## config.mk

```make
export PLATFORM = sky130hd
export DESIGN_NAME = segre_mem_arbiter
export DESIGN_NICKNAME = d
export VERILOG_FILES = /design/src/rtl/segre_mem_arbiter.sv
export SDC_FILE = /design/constraint.sdc
export NUM_CORES = 1
export LEC_CHECK = 0
export CAP_MARGIN = 5
export CORE_AREA = 2 2 243 245
export DETAILED_ROUTE_END_ITERATION = 10
export DIE_AREA = 0 0 245 247
export PLACE_DENSITY = 0.51
export SYNTH_ARGS = -nofsm -noshare
export SYNTH_HDL_FRONTEND = slang
export SYNTH_SLANG_ARGS = --single-unit
export TNS_END_PERCENT = 1
```

## constraint.sdc

```tcl
create_clock -name clk_i -period 1.98 [get_ports clk_i]
set_clock_uncertainty 0.1 [all_clocks]
set_input_delay 0.297 -clock clk_i [delete_from_list [all_inputs] [get_ports clk_i]]
set_output_delay 0.297 -clock clk_i [all_outputs]
set_load 0.01 [all_outputs]
```

## src/rtl/segre_mem_arbiter.sv

```systemverilog
// rtl/segre_mem_arbiter.sv - Shares the main-memory port between IC and DC refills with a fixed-latency FSM.
// Optional MEM_ARB_ROUND_ROBIN_EN: alternate grants on contention instead of fixed IC priority.
module segre_mem_arbiter #(
    parameter int ADDR_SIZE   = 32,
    parameter int LINE_SIZE   = 128,
    parameter int MEM_LATENCY = 5
) (
    input  logic                 clk_i,
    input  logic                 rsn_i,
    input  logic                 ic_req_i,
    input  logic [ADDR_SIZE-1:0] ic_addr_i,
    input  logic                 dc_req_i,
    input  logic                 dc_we_i,
    input  logic [ADDR_SIZE-1:0] dc_addr_i,
    input  logic [LINE_SIZE-1:0] dc_wdata_i,
    input  logic [LINE_SIZE-1:0] mm_rdata_i,
    output logic                 mm_req_o,
    output logic                 mm_we_o,
    output logic [ADDR_SIZE-1:0] mm_addr_o,
    output logic [LINE_SIZE-1:0] mm_wdata_o,
    output logic                 sel_mem_req_o,
    output logic                 busy_o,
    output logic                 ic_rsp_valid_o,
    output logic                 dc_rsp_valid_o,
    output logic [LINE_SIZE-1:0] rsp_data_o
);

    localparam int CNT_W = (MEM_LATENCY > 1) ? $clog2(MEM_LATENCY) : 1;

    typedef enum logic [1:0] {
        ST_IDLE = 2'd0,
        ST_BUSY = 2'd1,
        ST_RESP = 2'd2
    } state_t;

    state_t               state_q, state_d;
    logic [CNT_W-1:0]     cnt_q, cnt_d;
    logic                 owner_q, owner_d;
    logic                 we_q, we_d;
    logic [ADDR_SIZE-1:0] addr_q, addr_d;
    logic [LINE_SIZE-1:0] wdata_q, wdata_d;
    logic                 grant_dc;

`ifdef MEM_ARB_ROUND_ROBIN_EN
    logic last_owner_q, last_owner_d;

    // On contention the side that did not win last time is served.
    always_comb begin
        if (ic_req_i && dc_req_i) begin
            grant_dc = ~last_owner_q;
        end else begin
            grant_dc = dc_req_i;
        end
    end
`else
    always_comb begin
        grant_dc = ~ic_req_i;
    end
`endif

    always_ff @(posedge clk_i) begin
        if (!rsn_i) begin
            state_q <= ST_IDLE;
        end else begin
            state_q <= state_d;
        end
    end

    always_ff @(posedge clk_i) begin
        if (!rsn_i) begin
            cnt_q   <= '0;
            owner_q <= 1'b0;
            we_q    <= 1'b0;
            addr_q  <= '0;
            wdata_q <= '0;
        end else begin
            cnt_q   <= cnt_d;
            owner_q <= owner_d;
            we_q    <= we_d;
            addr_q  <= addr_d;
            wdata_q <= wdata_d;
        end
    end

`ifdef MEM_ARB_ROUND_ROBIN_EN
    always_ff @(posedge clk_i) begin
        if (!rsn_i) begin
            last_owner_q <= 1'b1;
        end else begin
            last_owner_q <= last_owner_d;
        end
    end
`endif

    always_comb begin
        state_d = state_q;
        cnt_d   = cnt_q;
        owner_d = owner_q;
        we_d    = we_q;
        addr_d  = addr_q;
        wdata_d = wdata_q;
`ifdef MEM_ARB_ROUND_ROBIN_EN
        last_owner_d = last_owner_q;
`endif
        case (state_q)
            ST_IDLE: begin
                if (ic_req_i || dc_req_i) begin
                    state_d = ST_BUSY;
                    cnt_d   = CNT_W'(MEM_LATENCY - 1);
                    owner_d = grant_dc;
                    we_d    = grant_dc & dc_we_i;
                    addr_d  = grant_dc ? dc_addr_i : ic_addr_i;
                    wdata_d = grant_dc ? dc_wdata_i : '0;
`ifdef MEM_ARB_ROUND_ROBIN_EN
                    last_owner_d = grant_dc;
`endif
                end
            end
            ST_BUSY: begin
                if (cnt_q == '0) begin
                    state_d = ST_RESP;
                end else begin
                    cnt_d = cnt_q - 1'b1;
                end
            end
            ST_RESP: begin
                state_d = ST_IDLE;
            end
            default: begin
                state_d = ST_IDLE;
            end
        endcase
    end

    always_comb begin
        mm_req_o       = (state_q == ST_BUSY);
        mm_we_o        = mm_req_o & we_q;
        mm_addr_o      = mm_req_o ? addr_q : '0;
        mm_wdata_o     = mm_req_o ? wdata_q : '0;
        sel_mem_req_o  = owner_q;
        busy_o         = (state_q != ST_IDLE);
        ic_rsp_valid_o = (state_q == ST_RESP) & ~owner_q;
        dc_rsp_valid_o = (state_q == ST_RESP) & owner_q;
        rsp_data_o     = ((state_q == ST_RESP) && !we_q) ? mm_rdata_i : '0;
    end

endmodule

```

* Word level (Yosys, flattened, before mapping)
Index checks and enable logic that the tools add are counted.
** Cells by class
- Add/sub/neg operators :: 1
- Eq/ne operators :: 5
- Multiplexer cells :: 11
- Bitwise operators :: 6
- Reductions and logical operators :: 10
** Operators by type and width (number)
- $mux 128 :: 3
- $mux 32 :: 2
- $mux 3 :: 2
- $pmux 3 s2 :: 1
- $and 1x1->1 :: 4
- $mux 2 :: 2
- $ne 2x2->1 const B :: 2
- $pmux 2 s2 :: 1
- $reduce_and 2->1 :: 2
- $reduce_bool 2->1 :: 2
- $logic_not 3->1 :: 1
- $reduce_and 3->1 :: 1
- $sub 3x1->3 const B :: 1
- $eq 2x1->1 const B :: 1
- $eq 2x2->1 const B :: 1
- $logic_not 2->1 :: 1
- $ne 2x1->1 const B :: 1
- $not 1->1 :: 2
- $logic_and 1x1->1 :: 1
- $logic_not 1->1 :: 1
- $logic_or 1x1->1 :: 1
** Word-level totals
- Register bits after elaboration :: 167
- Input port bits :: 325

* Logic depth before layout (Yosys ltp)
Gate-level depths: netlist of run 1.
- Word-level depth :: 3
- Gate-level depth with buffers :: 6
- Depth with buffers taken out :: 6

* Least setup slack after synthesis of run 1
OpenSTA, ideal clock, no wires.
- Path type :: register to register
- From :: register cnt_q[0]
- To :: register cnt_q[1]
- Library setup time :: 0.117 ns
- Arrival :: 1.470 ns
- Data required time :: 1.763 ns
- Path slack :: 0.292 ns
- Cell stages (with the launch flop) :: 7
- Buffers on the path :: 0
- Clock period less this slack :: 1.688 ns
- Path through :: dfxtp_1 inv_1 ha_1 ha_1 nor3b_1 a21oi_2 a32o_1
** Between the ends
- Word-level cells in the longest chain between the ends :: 3
- Elaborated cells on any way between the ends :: 6
- Those cells by class :: 1 x add/sub; 1 x eq/ne; 2 x mux; 2 x reduce/logical
** RTL lines
- from (decl) :: line 37 : logic [CNT_W-1:0] cnt_q, cnt_d;
- from (signal assigned) :: line 77 : cnt_q <= cnt_d;
- $sub 3x1->3 or $logic_not 3->1 (tied branches) :: line 123, 120
- $mux 3 or $ne 2x2->1 (tied branches)
- $pmux 3 s2 or $reduce_and 3->1 (tied branches)
Parallel ways exist; a longest one is shown, timed or not. The select of a mux whose other input is x is not followed.
A chain may end at the register's enable or synchronous reset.

* Final worst setup path of run 1
- From :: register state_q[0]
- To :: output port rsp_data_o[102]
** Between the ends
- Word-level cells in the longest chain between the ends :: 3
** RTL lines
- from (decl) :: line 36 : state_t state_q, state_d;
- from (signal assigned) :: line 65 : state_q <= state_d;
- $eq 2x2->1 :: line 144 : rsp_data_o = ((state_q == ST_RESP) && !we_q) ? mm_rdata_i : '0;
- $logic_and 1x1->1 :: line 144
- $mux 128 :: line 144
- to (decl) :: line 25 : output logic [LINE_SIZE-1:0] rsp_data_o
No other way between the ends.

==> results.yml, run 1 <==
placed_design:
  placed_cell_area_um2: 16500
  placement.io_buffers: 618
  global_placement_routability_congestion: 0.885
  dp_hpwl_um: 42600
logic_synthesis:
  synth.avg_cell_area_um2: 8.20
  synth.area.mux_share_pct: 3.54
  synth-seq-area-share_pct: 37.0
  synth-seq-cells: 167
  synth_top_family_by_area: "simple AND/OR/NAND/NOR gates"
  yosys.area_share.simple_pct: 33.3
  post_synth_num_cell_types: 27
  synthesis.area_um2: 9050
  synth.net_count: 1430
  synth_cells: 1103
  post_synth_fa_ha_maj_area_fraction_pct: 0.277
  synth_edf_count: 0
  dominantRegCellSynth: "sky130_fd_sc_hd__dfxtp_1"
  synth_async_sr_flop_share_pct: 0
  yosys_warnings: 0
  yosys.area_share.xor_xnor_pct: 0
  synth_compound_gate_area_share_pct: 19.2
cells_and_area:
  area_delta_synth_final_pct: 86.9
  drive_above_1_share_pct: 28.7
  mostFrequentLayoutCell: "sky130_fd_sc_hd__clkdlybuf4s50_1"
  finish.utilization_pct: 29.0
  num-nets-final: 2020
  post_layout_inst_area_um2: 16900
  most-common-layout-cells: "323 x sky130_fd_sc_hd__clkdlybuf4s50_1, 221 x sky130_fd_sc_hd__and2_1, 165 x sky130_fd_sc_hd__dfxtp_1"
clocking:
  cts.hold.buffers_added: 0
  clock_insertion_delay_worst_skew_ps: 490
  clk_root_buffer_cell: "sky130_fd_sc_hd__clkbuf_16"
  cts_tree: "yes"
  cts_inserted_buffers: 17
  clkTransAtPathRegs_ps: 70
  cts_max_level: 4
  clock-sinks: 167
  clk_path_buf_depth: 2
drt:
  viasPerCell: 4.41
  detail-route-antenna-nets: 0
  drt-wirelength-per-cell_um: 23.1
  firstDrtPassIters: 4
  totalWireLength_um: 57200
  drt_iter0_drc: 460
  routed-via-count: 10937
  drc_errors: 0
global_routing:
  first_global_vias: 10986
  grt_antenna_before_repair: 10
  global_route.usage.total_pct: 18.1
  grt_pass1_wl_um: 79200
  grt_max_degree: 92
  globalRouteOverflowTotal: 0
outcome:
  status: "complete, but fails checks"
  violations: "negative setup slack"
pwr:
  p_sw_share_pct: 32.4
  peakVddDrop_uv: 644
  cellInternalPower_uw: 7200
  switchingPower_uw: 3460
  share_comb_of_total_power_pct: 31.6
  leakage_uw: 0.00692
  power_density_nw_per_um2: 630
  clock_power_share_pct: 33.7
  power_frac_seq_pct: 34.7
worst_setup_path:
  max_stage_delay_ps: 350
  critical_path.slowest_cell: "sky130_fd_sc_hd__dfxtp_2"
  startpoint_type: "flop"
  critical-path-top-cell-by-count: "sky130_fd_sc_hd__buf_6"
  worstPathArrival_ps: 1810
  critPathCaptureType: "output port"
  required_arrival_time_at_the_worst_endpoint_ps: 1580
  setup.worst_path.class: "flop to output port"
  list_of_cells_traversed_by_the_critical_path: "nand2b_4, nor2_4, buf_4, buf_6, buf_16, buf_6, and2_1, buf_2"
  critical_path_peak_fanout: 7
floorplan:
  floorplan.die.height_um: 247
  rows: 89
  initial_core_utilization_pct: 15.5
  io-pin-count: 619
  core_region_area_um2: 58200
  design.die.area_um2: 60500
  die_width_um: 245
sta:
  hold_slack_ps: 204
  finalHoldViolations: 0
  number_of_pins_exceeding_their_max_slew_limit_in_the_final_report: 0
  max_freq_mhz: 452
  worst-slew-pin-transition_ps: 660
  max_slew_margin_pct: 56.0
  setup_ws_ps: -231
  rsz_0062_raised_after_global_routing: "true"
  timing.final.crit_period_ps: 2210
  fin_tns_setup_ps: -34790
  share_of_the_cycle_needed_by_the_critical_path_after_routing_pct: 112
  report.final.setup_viol: 279
job:
  drv.max_cap_violation_count: 0
min_path:
  holdCritPathClass: "input pin to flop"
==> cells by family (layout without fill, tap and decap cells) <==
kind of cell / after synthesis / in the layout
other: 0 / 3
flip-flops: 167 / 167
buffers and inverters: 141 / 744
multiplexers: 32 / 32
adder cells (fa/ha/maj): 2 / 2
AND/OR/NAND/NOR: 433 / 433
AO/OA/AOI/OAI: 328 / 328
==> metrics by stage <==
| stage | total power [uW] | instances | setup WS [ps] |
|---|---|---|---|
| 3_3_place_gp | 6950 | 2426 | -178 |
| 2_1_floorplan | 5050 | 1103 | 292 |
| 5_1_grt | 11200 | 2482 | -313 |
| 3_5_place_dp | 6960 | 2426 | -190 |
| 6_report | 10700 | 2482 | -231 |
| 4_1_cts | 10800 | 2475 | -354 |
==> critical path: cells and delay by family (launching register included) <==
kind / cells / cell delay, ps
buffers and inverters: 5 / 640
AND/OR/NAND/NOR: 3 / 330
flip-flops: 1 / 350
==> final timing paths <==
check / startpoint / endpoint / slack (ps) / cells after the start
max reg2reg: cnt_q[0] / cnt_q[1] / 310 / 7
min: dc_req_i / wdata_q[125] / 200 / 4
min reg2reg: wdata_q[82] / wdata_q[82] / 360 / 2
max: state_q[0] / rsp_data_o[102] / -230 / 8
==> metal layers <==
| metal | track usage, % | part of all wire (%) |
|---|---|---|
| met5 | 0 | 0.15 |
| met4 | 11.8 | 5.9 |
| met3 | 5.63 | 7.5 |
| met2 | 32.4 | 51 |
| met1 | 18.2 | 35 |
==> synth_stat cells, types with 2 or more instances <==
cell                       count  area share (%)
sky130_fd_sc_hd__inv_1         5            0.21
sky130_fd_sc_hd__nor2_2        3            0.21
sky130_fd_sc_hd__buf_2        26             1.4
sky130_fd_sc_hd__a21oi_1     162             9.0
sky130_fd_sc_hd__clkbuf_1     98             4.1
sky130_fd_sc_hd__o21ai_0     128             7.1
sky130_fd_sc_hd__dfxtp_1     167              37
sky130_fd_sc_hd__a211oi_1     33             2.7
sky130_fd_sc_hd__buf_4        11            0.91
sky130_fd_sc_hd__nand4b_1    129              12
sky130_fd_sc_hd__and2_1      289              20
sky130_fd_sc_hd__mux2i_1      32             3.5
sky130_fd_sc_hd__nor2_1        5            0.21
sky130_fd_sc_hd__ha_1          2            0.28
==> repair_timing <==
item	CTS	global route
pin swaps	11	35
endpoints found under the setup margin	293	292
gates resized for setup	974	433
cloned	6	1
buffers inserted	11	3
==> registers in the layout, summed over array words and instances (netlist names) <==
| name | cells |
|---|---|
| we_q | 1 |
| addr_q | 32 |
| cnt_q | 3 |
| sel_mem_req_o | 1 |
| wdata_q | 128 |
| state_q | 2 |
==> power groups by stage <==
stage | clock, uW | combinational [uW] | sequential [uW]
finish | 3590 | 3370 | 3700
global route | 3860 | 3590 | 3730
CTS | 3770 | 3310 | 3690
detailed placement | 0 | 3190 | 3770
global placement | 0 | 3190 | 3760
floorplan | 0 | 1310 | 3730
==> cell type report <==
class,instances,area (um2)
fillers,6286,41300
repair buffers,706,6650
multi-input cells,795,5300
flip-flops and latches,167,3350
well taps,773,967
clock buffers,19,443
clock inverters,13,160
inverters,6,32.5
diodes,3,7.51
Note: power is estimated with default switching activity, not from simulation.
==> run 2, diff against run 1 <==
SKIP_LAST_GASP = 1   (was unset)
SLEW_MARGIN = 0   (was unset)
==> results.yml, run 2 (synthesized netlist as in run 1, its figures left out) <==
outcome:
  status: "complete, but fails checks"
  violations: "negative setup slack"
clocking:
  clock_insertion_delay_worst_skew_ps: 480
  cts_inserted_buffers: 17
  clock-sinks: 167
  cts_tree: "yes"
  cts_max_level: 4
  clk_path_buf_depth: 2
  clk_root_buffer_cell: "sky130_fd_sc_hd__clkbuf_16"
  clkTransAtPathRegs_ps: 70
pwr:
  share_comb_of_total_power_pct: 30.8
  report.power.total_uw: 10500
  clock_power_share_pct: 34.1
  p_sw_share_pct: 32.4
  leakage_uw: 0.00669
  cellInternalPower_uw: 7110
  power_density_nw_per_um2: 633
  power_frac_seq_pct: 35.1
  peakVddDrop_uv: 637
  switchingPower_uw: 3410
cells_and_area:
  multiInputGateArea_um2: 5140
  area_delta_synth_final_pct: 83.5
  register_with_the_highest_flop_count: "wdata_q"
  n_fill_cell: 6310
  post_layout_inst_area_um2: 16600
  ff_latch_area_um2: 3350
  num-nets-final: 2014
  reg_top3: "wdata_q: 128 flops, addr_q: 32 flops, cnt_q: 3 flops"
  largest_register_ffs: 128
  drive_above_1_share_pct: 18.8
  most-common-layout-cells: "325 x sky130_fd_sc_hd__clkdlybuf4s50_1, 287 x sky130_fd_sc_hd__and2_1, 165 x sky130_fd_sc_hd__dfxtp_1"
  mostFrequentLayoutCell: "sky130_fd_sc_hd__clkdlybuf4s50_1"
sta:
  timing.final.crit_period_ps: 2250
  max_freq_mhz: 444
  max_slew_margin_pct: 55.2
  rsz_0062_raised_after_global_routing: "true"
  worst-slew-pin-transition_ps: 672
  number_of_pins_exceeding_their_max_slew_limit_in_the_final_report: 0
  report.final.setup_viol: 292
  share_of_the_cycle_needed_by_the_critical_path_after_routing_pct: 114
  finalHoldViolations: 0
  setup_ws_ps: -273
drt:
  drt-wirelength-per-cell_um: 23.0
  firstDrtPassIters: 4
  routed-via-count: 10887
  viasPerCell: 4.40
  drc_errors: 0
  detail-route-antenna-nets: 0
  totalWireLength_um: 57000
  drt_iter0_drc: 504
floorplan:
  core_region_area_um2: 58200
  io-pin-count: 619
  initial_core_utilization_pct: 15.5
  floorplan.die.height_um: 247
  rows: 89
  design.die.area_um2: 60500
  die_width_um: 245
worst_setup_path:
  critPathCaptureType: "output port"
  worstPathArrival_ps: 1860
  reg2regPathDepth: 7
  required_arrival_time_at_the_worst_endpoint_ps: 1580
  reg2reg_slack_ps: 310
  startpoint_type: "flop"
  critical_path_peak_fanout: 4
  setup.worst_path.class: "flop to output port"
min_path:
  timing.hold.worst_path_depth: 4
  holdCritPathClass: "input pin to flop"
placed_design:
  dp_hpwl_um: 42600
  global_placement_routability_congestion: 0.885
  post-place-ws_ps: -190
  placed_cell_area_um2: 16500
  placement.io_buffers: 618
global_routing:
  first_global_vias: 11067
  grt_max_degree: 92
  global_route.usage.total_pct: 18.1
  globalRouteOverflowTotal: 0
  grt_antenna_before_repair: 8
  grt_pass1_wl_um: 79100
job:
  drv.max_cap_violation_count: 0
run 2: cell count changes in the layout (fill, tap and decap cells not counted), moves of 3 or more:
cell | previous run | this run
sky130_fd_sc_hd__bufbuf_16 | 1 | 4
sky130_fd_sc_hd__buf_6 | 105 | 5
sky130_fd_sc_hd__clkdlybuf4s15_1 | 1 | 53
sky130_fd_sc_hd__buf_4 | 70 | 47
sky130_fd_sc_hd__and2_1 | 221 | 287
sky130_fd_sc_hd__buf_16 | 6 | 3
sky130_fd_sc_hd__clkdlybuf4s15_2 | 2 | 29
sky130_fd_sc_hd__buf_2 | 146 | 72
sky130_fd_sc_hd__clkbuf_2 | 18 | 86
sky130_fd_sc_hd__and2_4 | 68 | 2
sky130_fd_sc_hd__dlygate4sd2_1 | 0 | 46
run 2: path summary, 6_finish.rpt:
check              start              to
max           state_q[0]  ic_rsp_valid_o
min             dc_req_i    wdata_q[125]
max reg2reg     cnt_q[0]        cnt_q[1]
min reg2reg  wdata_q[82]     wdata_q[82]
run 2: area by class of cell:
| class | instances | area share [%] |
|---|---|---|
| multi-input combinational | 795 | 31.0 |
| timing repair buffer | 700 | 39.2 |
| clock buffer | 19 | 2.67 |
| antenna | 1 | 0.0151 |
| inverter | 6 | 0.181 |
| clock inverter | 13 | 0.965 |
| tap | 773 | 5.83 |
| sequential | 167 | 20.2 |
run 2: per-layer routing:
layer	track usage [%]	vias to the layer above	wire length (um)
met5	0	-	80
met2	32.5	466	29000
li1	-	5049	-
met1	18.2	5258	20200
met4	11.4	12	3370
met3	5.54	102	4400
run 2: power groups by stage:
stage          clock network [uW]  registers (uW)  logic, uW
3_5_place_dp                    0            3770       3190
4_1_cts                      3770            3690       3280
5_1_grt                      3860            3720       3460
6_report                     3590            3690       3230
2_1_floorplan                   0            3730       1310
3_3_place_gp                    0            3760       3190
run 2: per-stage QoR:
| step | cells | util (%) | setup TNS (ps) | hold slack [ps] |
|---|---|---|---|---|
| 2_1_floorplan | 1103 | - | 0 | 335 |
| 3_3_place_gp | 2426 | 28.3 | -19540 | 347 |
| 3_5_place_dp | 2426 | 28.3 | -21440 | 361 |
| 4_1_cts | 2475 | 29.2 | -94790 | 166 |
| 5_1_grt | 2474 | 28.5 | -81180 | 228 |
| 6_report | 2474 | 28.5 | -53030 | 210 |
run 2: worst max-delay path, cell delays in order, from the launching register on:
cell	delay [ps]
sky130_fd_sc_hd__dfxtp_2	330
sky130_fd_sc_hd__nand2b_4	150
sky130_fd_sc_hd__buf_4	130
sky130_fd_sc_hd__buf_4	140
sky130_fd_sc_hd__nor2_1	80
sky130_fd_sc_hd__clkdlybuf4s50_1	540
run 2: timing repair:
action,CTS,global route
hold buffers,0,0
gates resized for setup,601,224
pin swaps,1,2
buffers inserted,11,0
gates cloned,6,1
endpoints found under the setup margin,293,293
==> run 3, diff against run 2 <==
CELL_PAD_IN_SITES_DETAIL_PLACEMENT = 0   (was unset)
CELL_PAD_IN_SITES_GLOBAL_PLACEMENT = 1   (was unset)
CORE_AREA = 2 2 242 244   (was 2 2 243 245)
DIE_AREA = 0 0 244 246   (was 0 0 245 247)
PLACE_DENSITY = 0.66   (was 0.51)
==> results.yml, run 3 (synthesized netlist as in run 1, its figures left out) <==
worst_setup_path:
  max_stage_delay_ps: 330
  reg2reg_slack_ps: -40
  timing.rr.start: "state_q[1]"
  critPathCaptureType: "output port"
  reg2regPathDepth: 6
  family_of_cells_with_the_greatest_summed_delay_on_the_critical_path: "buffers and inverters"
  worstPathArrival_ps: 1860
  required_arrival_time_at_the_worst_endpoint_ps: 1580
  list_of_cells_traversed_by_the_critical_path: "nor2b_4, buf_4, buf_4, clkbuf_16, buf_4, and2_1, dlymetal6s2s_1"
  startpoint_type: "flop"
  regToRegEndpoint: "wdata_q[98]"
  critical-path-top-cell-by-count: "sky130_fd_sc_hd__buf_4"
  critical_path.slowest_cell: "sky130_fd_sc_hd__dfxtp_2"
  worst-path-buf-inv: 5
  critical_path_peak_fanout: 6
  setup.worst_path.class: "flop to output port"
min_path:
  worstHoldStart: "dc_req_i"
  timing.hold.worst_path_depth: 4
  holdCritPathClass: "input pin to flop"
  holdPathEnd: "we_q"
clocking:
  clock-sinks: 167
  clk_path_buf_depth: 2
  cts_tree: "yes"
  cts_inserted_buffers: 17
  cts_max_level: 4
  clkTransAtPathRegs_ps: 70
  clock_insertion_delay_worst_skew_ps: 470
  clk_root_buffer_cell: "sky130_fd_sc_hd__clkbuf_16"
global_routing:
  first_global_vias: 11107
  grt_max_degree: 108
  grt_pass1_wl_um: 79500
  grt_antenna_before_repair: 11
  globalRouteOverflowTotal: 0
  global_route.usage.total_pct: 18.3
pwr:
  p_sw_share_pct: 31.9
  leakage_uw: 0.00980
  peakVddDrop_uv: 681
  clock_power_share_pct: 34.4
  switchingPower_uw: 3410
  share_comb_of_total_power_pct: 31.0
  power_density_nw_per_um2: 605
  cellInternalPower_uw: 7280
  power_frac_seq_pct: 34.6
outcome:
  violations: "negative setup slack"
  status: "complete, but fails checks"
sta:
  share_of_the_cycle_needed_by_the_critical_path_after_routing_pct: 114
  number_of_pins_exceeding_their_max_slew_limit_in_the_final_report: 0
  setup_ws_ps: -273
  rsz_0062_raised_after_global_routing: "true"
  max_slew_margin_pct: 37.1
  finalHoldViolations: 0
  hold_slack_ps: 198
  worst-slew-pin-transition_ps: 943
  report.final.setup_viol: 278
  max_freq_mhz: 444
  timing.final.crit_period_ps: 2250
cells_and_area:
  n_fill_cell: 6119
  mostFrequentLayoutCell: "sky130_fd_sc_hd__clkdlybuf4s50_1"
  largest_register_ffs: 128
  reg_top3: "wdata_q: 128 flops, addr_q: 32 flops, cnt_q: 3 flops"
  most-common-layout-cells: "324 x sky130_fd_sc_hd__clkdlybuf4s50_1, 265 x sky130_fd_sc_hd__and2_1, 186 x sky130_fd_sc_hd__dlymetal6s2s_1"
  area_delta_synth_final_pct: 95.1
  num-nets-final: 2028
  post_layout_inst_area_um2: 17700
  drive_above_1_share_pct: 15.6
  register_with_the_highest_flop_count: "wdata_q"
drt:
  detail-route-antenna-nets: 0
  drc_errors: 0
  drt-wirelength-per-cell_um: 23.1
  firstDrtPassIters: 5
  totalWireLength_um: 57400
  drt_iter0_drc: 403
  viasPerCell: 4.39
  routed-via-count: 10897
floorplan:
  core_region_area_um2: 57400
  design.die.area_um2: 60000
  io-pin-count: 619
  rows: 88
  initial_core_utilization_pct: 15.8
  floorplan.die.height_um: 246
  die_width_um: 244
job:
  drv.max_cap_violation_count: 0
placed_design:
  global_placement_routability_congestion: 0.907
  dp_hpwl_um: 42000
  placement.io_buffers: 618
  placed_cell_area_um2: 16500
## run 3: changes by cell type in the layout (fill, tap and decap cells not counted), moves of 29 or more
cell                              previous run  this run
sky130_fd_sc_hd__dlymetal6s2s_1              1       186
sky130_fd_sc_hd__buf_2                      72        15
sky130_fd_sc_hd__clkdlybuf4s15_1            53         0
sky130_fd_sc_hd__dlygate4sd2_1              46         0
sky130_fd_sc_hd__clkdlybuf4s15_2            29         0
## run 3: per-layer routing
metal	GRT usage, %	share of wire, %	up-vias	wire, um
li1	-	-	5073	-
met1	17.8	34	5282	19500
met4	8.09	4.3	16	2490
met2	34.7	54	437	31000
met3	6.36	7.5	89	4300
met5	0	0.17	-	99
## run 3: how the worst max path moves through the flow
stage	from	to	slack, ps	depth (start not counted)
2_1_floorplan	cnt_q[0]	cnt_q[1]	290	6
3_3_place_gp	state_q[1]	rsp_data_o[31]	-230	6
3_5_place_dp	state_q[1]	rsp_data_o[31]	-220	6
4_1_cts	state_q[0]	rsp_data_o[66]	-710	6
5_1_grt	state_q[0]	mm_addr_o[3]	-360	7
6_report	state_q[0]	mm_addr_o[3]	-270	7
## run 3: per-stage QoR
stage / util (%) / instances / power, uW / worst slack (ps) / setup TNS (ps)
2_1_floorplan: - / 1103 / 5050 / 292 / 0
3_3_place_gp: 28.8 / 2422 / 6970 / -232 / -20030
3_5_place_dp: 28.8 / 2422 / 6990 / -222 / -19210
4_1_cts: 30.1 / 2461 / 10800 / -711 / -167810
5_1_grt: 30.8 / 2481 / 11200 / -359 / -89970
6_report: 30.8 / 2481 / 10700 / -273 / -46740
## run 3: layout make-up
class / count / area [um2] / area share (%)
diodes: 3 / 7.51 / 0.0425
clock buffers: 19 / 443 / 2.51
clock inverters: 12 / 166 / 0.943
inverters: 6 / 30.0 / 0.170
multi-input cells: 795 / 5190 / 29.4
flip-flops and latches: 167 / 3350 / 18.9
well taps: 765 / 957 / 5.42
repair buffers: 714 / 7510 / 42.5
## run 3: repair_timing
item | in CTS | in global routing
endpoints found under the hold margin | 1 | 0
setup buffers | 3 | 15
gates cloned | 4 | 4
endpoints found under the setup margin | 307 | 397
pin swaps | 1 | 1
hold buffers | 1 | 0
resized for setup | 54 | 498
## run 3: power by group through the flow
| stage | sequential [uW] | combinational, uW | clock (uW) |
|---|---|---|---|
| 6_report | 3700 | 3320 | 3670 |
| 5_1_grt | 3730 | 3540 | 3960 |
| 3_3_place_gp | 3760 | 3210 | 0 |
| 4_1_cts | 3690 | 3290 | 3840 |
| 3_5_place_dp | 3770 | 3230 | 0 |
| 2_1_floorplan | 3730 | 1310 | 0 |
## run 3: worst register-to-register path: stages, from the launching register on
cell and delay (ps):
sky130_fd_sc_hd__dfxtp_2 390, sky130_fd_sc_hd__buf_4 150, sky130_fd_sc_hd__nor2_4 50, sky130_fd_sc_hd__inv_4 70, sky130_fd_sc_hd__buf_4 660, sky130_fd_sc_hd__o21ai_0 370, sky130_fd_sc_hd__a21oi_1 160
